## src/rtl/wb_pipe_stage_pkg.sv

```systemverilog
// Shared opcode/funct3 encodings, writeback FSM states and decode helpers
// used by the writeback stage and its load extractor.
package wb_pipe_stage_pkg;

  localparam logic [6:0] OP_LOAD   = 7'b0000011;
  localparam logic [6:0] OP_STORE  = 7'b0100011;
  localparam logic [6:0] OP_BRANCH = 7'b1100011;
  localparam logic [6:0] OP_JAL    = 7'b1101111;
  localparam logic [6:0] OP_JALR   = 7'b1100111;
  localparam logic [6:0] OP_SYSTEM = 7'b1110011;

  localparam logic [2:0] F3_LB  = 3'b000;
  localparam logic [2:0] F3_LH  = 3'b001;
  localparam logic [2:0] F3_LW  = 3'b010;
  localparam logic [2:0] F3_LD  = 3'b011;
  localparam logic [2:0] F3_LBU = 3'b100;
  localparam logic [2:0] F3_LHU = 3'b101;
  localparam logic [2:0] F3_LWU = 3'b110;

  typedef enum logic [1:0] {
    IDLE      = 2'd0,
    WAIT_LOAD = 2'd1,
    COMMIT    = 2'd2
  } wb_state_e;

  // SYSTEM with funct3 != 0 is a CSR access; funct3 == 0 is ECALL/EBREAK/xRET.
  function automatic logic wb_is_csr(input logic [6:0] opcode, input logic [2:0] funct3);
    return (opcode == OP_SYSTEM) && (funct3 != 3'b000);
  endfunction

  function automatic logic wb_writes_rd(input logic [6:0] opcode, input logic [2:0] funct3);
    return !((opcode == OP_STORE) || (opcode == OP_BRANCH) ||
             ((opcode == OP_SYSTEM) && (funct3 == 3'b000)));
  endfunction

endpackage

```

## src/rtl/wb_pipe_stage_load_extract.sv

```systemverilog
// Combinational load-data aligner: picks the byte/half/word lane out of the
// raw memory word and sign- or zero-extends it to XLEN.
module load_extract
  import wb_pipe_stage_pkg::*;
#(
  parameter int XLEN   = 32,
  parameter int LANE_W = $clog2(XLEN/8)
) (
  input  logic [2:0]        funct3,
  input  logic [LANE_W-1:0] lane,
  input  logic [XLEN-1:0]   data,
  output logic [XLEN-1:0]   result
);

  logic [7:0]  b;
  logic [15:0] h;
  logic [31:0] w;

  assign b = 8'(data >> {lane, 3'b000});
  assign h = 16'(data >> {lane[LANE_W-1:1], 4'b0000});

  generate
    if (XLEN == 64) begin : g_w64
      assign w = 32'(data >> {lane[LANE_W-1], 5'b00000});
    end else begin : g_w32
      assign w = data[31:0];
    end
  endgenerate

  always_comb begin
    result = data;
    case (funct3)
      F3_LB:  result = XLEN'($signed(b));
      F3_LBU: result = XLEN'(b);
      F3_LH:  result = XLEN'($signed(h));
      F3_LHU: result = XLEN'(h);
      F3_LW:  result = XLEN'($signed(w));
      // LWU only exists at XLEN=64; at XLEN=32 it falls through as raw data.
      F3_LWU: if (XLEN == 64) result = XLEN'(w);
      default: result = data;
    endcase
  end

endmodule

```

## src/rtl/wb_pipe_stage.sv

```systemverilog
// Writeback stage: accepts one instruction from MEM, waits for load data when
// needed, and drives registered RF/CSR write ports plus the instret counter.
module wb_pipe_stage
  import wb_pipe_stage_pkg::*;
#(
  parameter int XLEN  = 32,
  parameter int RA_W  = 5,
  parameter int CNT_W = 64
) (
  input  logic             clk,
  input  logic             rst_n,
  input  logic             in_valid,
  output logic             in_ready,
  input  logic [2:0]       funct3,
  input  logic [6:0]       opcode,
  input  logic [RA_W-1:0]  rd,
  input  logic [XLEN-1:0]  c,
  input  logic [XLEN-1:0]  pc4,
  input  logic [XLEN-1:0]  z_,
  input  logic             flush,
  input  logic             load_rsp_valid,
  input  logic [XLEN-1:0]  load_rsp_data,
  output logic             rf_we,
  output logic [RA_W-1:0]  rf_waddr,
  output logic [XLEN-1:0]  rf_wdata,
  output logic             csr_we,
  output logic [XLEN-1:0]  csr_wdata,
  output logic [CNT_W-1:0] instret
);

  localparam int LANE_W = $clog2(XLEN/8);

  wb_state_e         state;
  logic [2:0]        ld_f3;
  logic [RA_W-1:0]   ld_rd;
  logic [LANE_W-1:0] ld_lane;
  logic [XLEN-1:0]   ld_data;
  logic [XLEN-1:0]   nl_wdata;
  logic              accept;

  assign in_ready = (state != WAIT_LOAD) && !flush;
  assign accept   = in_valid && in_ready;

  load_extract #(.XLEN(XLEN)) u_load_extract (
    .funct3 (ld_f3),
    .lane   (ld_lane),
    .data   (load_rsp_data),
    .result (ld_data)
  );

  always_comb begin
    nl_wdata = c;
    if ((opcode == OP_JAL) || (opcode == OP_JALR)) nl_wdata = pc4;
    else if (wb_is_csr(opcode, funct3))            nl_wdata = z_;
  end

  // Outputs are registered on entry into COMMIT so they are valid for exactly
  // the COMMIT cycle; write strobes drop on every other edge.
  always_ff @(posedge clk or negedge rst_n) begin
    if (!rst_n) begin
      state     <= IDLE;
      rf_we     <= 1'b0;
      rf_waddr  <= '0;
      rf_wdata  <= '0;
      csr_we    <= 1'b0;
      csr_wdata <= '0;
      instret   <= '0;
      ld_f3     <= '0;
      ld_rd     <= '0;
      ld_lane   <= '0;
    end else begin
      rf_we  <= 1'b0;
      csr_we <= 1'b0;
      if (flush) begin
        state <= IDLE;
      end else begin
        case (state)
          WAIT_LOAD: begin
            if (load_rsp_valid) begin
              state    <= COMMIT;
              rf_we    <= (ld_rd != '0);
              rf_waddr <= ld_rd;
              rf_wdata <= ld_data;
              instret  <= instret + 1'b1;
            end
          end
          default: begin
            if (!accept) begin
              state <= IDLE;
            end else if (opcode == OP_LOAD) begin
              state   <= WAIT_LOAD;
              ld_f3   <= funct3;
              ld_rd   <= rd;
              ld_lane <= c[LANE_W-1:0];
            end else begin
              state     <= COMMIT;
              rf_we     <= (rd != '0) && wb_writes_rd(opcode, funct3);
              rf_waddr  <= rd;
              rf_wdata  <= nl_wdata;
              csr_we    <= wb_is_csr(opcode, funct3);
              csr_wdata <= c;
              instret   <= instret + 1'b1;
            end
          end
        endcase
      end
    end
  end

endmodule

```

## config.mk

```make
export PLATFORM = sky130hd
export DESIGN_NAME = wb_pipe_stage
export DESIGN_NICKNAME = d
export VERILOG_FILES = /design/src/rtl/wb_pipe_stage_pkg.sv /design/src/rtl/wb_pipe_stage_load_extract.sv /design/src/rtl/wb_pipe_stage.sv
export SDC_FILE = /design/constraint.sdc
export NUM_CORES = 1
export LEC_CHECK = 0
export BUFFER_PORTS_ARGS = -buffer_cell sky130_fd_sc_hd__buf_4
export CAP_MARGIN = 5
export CORE_MARGIN = 5
export CORE_UTILIZATION = 54
export DETAILED_ROUTE_END_ITERATION = 10
export PLACE_DENSITY = 0.89
export SLEW_MARGIN = 20
export SYNTH_ARGS = -nofsm -noshare
export SYNTH_HDL_FRONTEND = slang
export SYNTH_SLANG_ARGS = --single-unit
```

## constraint.sdc

```tcl
create_clock -name clk -period 3.1 [get_ports clk]
set_clock_uncertainty 0.15 [all_clocks]
set_input_delay 0.465 -clock clk [delete_from_list [all_inputs] [get_ports clk]]
set_output_delay 0.465 -clock clk [all_outputs]
set_load 0.03 [all_outputs]
```

==> out/metrics.yaml <==
run_status:
  status: "finished, final reports clean"
routing:
  drt_pre_antenna_iters: 5
  wl_per_cell_um: 21.05
  ant_nets: 0
  drc: 0
  wl_um: 27420
  drtIter0Drc: 610
  vias: 7829
  via_per_inst: 6.008
logic_synthesis:
  synth_xor_area_share_pct: 6.925
  yosys_most_used_dff: "dfrtp_1"
  synth_top_area_share_pct: 46.17
  yosys_warnings: 0
  synth_cell_types: 65
  synth_fp_nets: 984
  synth.area.mux_share_pct: 5.920
  synthTopCellsByArea: "dfrtp_1, nand2_1, xnor2_1, mux2_2, xor2_1"
  yosysTopAreaCell: "dfrtp_1"
  synth-edff-count: 0
  yosysSeqAreaShare_pct: 46.17
  async_reset_ff_share_pct: 100.0
  syn_area_um2: 7968
  synth_compound_area_share_pct: 12.22
  synth_top_family_by_area: "simple AND/OR/NAND/NOR gates"
  synth.most_common_cell: "nand2_1"
  ys_seq_elements: 147
  syn_area_per_cell_um2: 9.542
  synth_adder_area_share_pct: 0.1570
  synthSimpleGateAreaFrac_pct: 24.86
  ys_top_cells_by_count: "nand2_1, dfrtp_1, nor2_1, xnor2_1"
  syn_inst: 835
clock_network:
  path_clk_slew_ns: 0.06
  cts_sinks: 147
  root_buffer: "clkbuf_16"
  ctsHtreeMaxLevel: 4
  postCtsSetupBuffers: 0
  numCtsBuffers: 17
  insertion_delay_ns: 0.43
  cts.path.max_buffers: 2
  cts_tree: "built"
floorplanning:
  placeableCoreArea_um2: 14480
  row_count: 44
  ios: 284
  die_area_um2: 17280
  start_util_pct: 55.03
  dieHeight_um: 131.5
  dieWidth_um: 131.5
grt:
  antenna_found_initial: 0
  first_global_vias: 8036
  grt_usage_pct: 31.14
  overflow: 0
  grt_pass1_wl_um: 43630
  grt_start_max_net_pins: 70
sta:
  rsz0062_at_grt: "no"
  period_minus_slack_ns: 2.531
  post-route-period-util_pct: 81.64
  fmax_ghz: 0.3951
  hold_viol_final: 0
  setup_viol: 0
  slew_headroom_pct: 34.04
  whs_ns: 0.09086
  worstMarginPinSlew_ns: 0.9893
  final.setup.tns_ns: 0
  final-max-slew-violation-count: 0
final_layout:
  drive_above_1_share_pct: 35.39
  regArea_um2: 3679
  fillCellCount: 1016
  final_core_util_pct: 75.06
  synthToLayoutAreaGrowth_pct: 36.40
  diodes: 0
  nets: 1255
  multi_input_area_um2: 4018
place:
  portBuffers: 283
  hpwl_um: 20160
  gp_congestion: 0.9000
pwr:
  powerDensity_nw_per_um2: 503.6
  p_leak_uw: 0.005408
  p_comb_share_pct: 22.1
  power_frac_clock_pct: 37.2
  switching_share_pct: 32.19
  power_frac_seq_pct: 40.7
  p_switching_uw: 1762
  intPower_uw: 3712
  peakVddDrop_v: 0.0003696
  power.total_uw: 5474
setup_path:
  cpMaxStageDelayCell: "and3_1"
  cp-startpoint: "state[0]$_DFFE_PN0P_"
  cp_max_fo: 22
  crit_path_end: "csr_wdata[26]$_DFFE_PN0P_"
  worstSetupPathType: "reg -> reg"
  reg2reg_depth: 6
  crit_chain: "nor2b_1 -> nor2_1 -> and3_1 -> buf_4 -> nand2_1 -> nand2_1"
  rrSetupSlack_ns: 0.57
  cp-end-kind: "flip-flop"
  worstSetupStartpointType: "flip-flop"
  crit_required_ns: 3.31
  r2r_start: "state[0]$_DFFE_PN0P_"
  max_stage_delay_ns: 0.88
  crit_top_cell: "nand2_1"
  reg2reg_to: "csr_wdata[26]$_DFFE_PN0P_"
  worstPathArrival_ns: 2.74
hold_path:
  hp-class: "in -> reg"
  hold_start: "c[19]"
flow_run:
  cap_violations: 0
-- what timing repair did --
| action | 4_1_cts | 5_1_grt |
|---|---|---|
| gates resized for setup | 0 | 0 |
| setup endpoints to repair | 0 | 0 |
| hold endpoints to repair | 67 | 0 |
| hold buffers | 1 | 0 |
-- cell families after synthesis --
kind of cell / Yosys count
XOR/XNOR: 63
buffers and inverters: 71
adder cells (fa/ha/maj): 1
flip-flops: 147
multiplexers: 43
AND/OR/NAND/NOR: 383
AO/OA/AOI/OAI: 127
-- through the flow --
step                      area, um^2  std cells  setup slack, ns
after floorplan                 7968        835           0.7836
after global placement         10260       1270           0.4921
after detailed placement       10260       1270           0.4826
after CTS                      10850       1303           0.5438
after global routing           10870       1303           0.4150
final                          10870       1303           0.5693
-- registers in the layout, indices dropped and copies added, names as in the netlist --
| name | cells |
|---|---|
| csr_we | 1 |
| csr_wdata | 32 |
| ld_f3 | 3 |
| rf_waddr | 5 |
| state | 2 |
| rf_we | 1 |
| ld_lane | 2 |
| rf_wdata | 32 |
| instret | 64 |
| ld_rd | 5 |
-- per-layer routing --
metal  up-vias  global-route usage (%)  share of wire, %
li1       3517                       -                 -
met1      3813                   38.51                38
met2       430                   51.89                50
met3        69                   8.333               8.8
met4         0                   12.80               3.6
met5         -                       0                 0
-- how the worst min path moves through the flow --
stage / to / cells after the start
finish: csr_wdata[19]$_DFFE_PN0P_ / 3
global route: csr_wdata[13]$_DFFE_PN0P_ / 3
CTS: csr_wdata[19]$_DFFE_PN0P_ / 3
detailed placement: csr_wdata[6]$_DFFE_PN0P_ / 2
global placement: instret[63]$_DFFE_PN0P_ / 1
floorplan: csr_wdata[0]$_DFFE_PN0P_ / 0
-- placed cells by master, fill, tap and decap left out, types with 22 or more instances in the layout --
cell and count:
nand2_1 197, dfrtp_1 147, nor3_1 24, nand3_1 22
buf_4 298, nor2_1 35, xnor2_1 36, xor2_1 27
mux2_2 23
-- final cells by class --
| class | instances | share of cell area (%) |
|---|---|---|
| clock buffer | 18 | 4.041 |
| clock inverter | 14 | 1.301 |
| inverter | 22 | 0.7598 |
| multi-input combinational | 617 | 36.97 |
| sequential | 147 | 33.85 |
| tap | 184 | 2.118 |
| timing repair buffer | 301 | 20.96 |
-- critical path: cells and delay by family, from the launching register on --
kind / cells / cell delay (ns)
flip-flops: 1 / 0.38
AND/OR/NAND/NOR: 5 / 1.55
buffers and inverters: 1 / 0.39
-- power groups by stage --
stage	sequential, uW	combinational [uW]	clock (uW)
2_1_floorplan	2540	307	0
3_3_place_gp	2240	1180	0
3_5_place_dp	2250	1200	0
4_1_cts	2220	1210	2060
5_1_grt	2250	1280	2140
6_report	2230	1210	2040
Note: power is estimated with default switching activity, not from simulation.
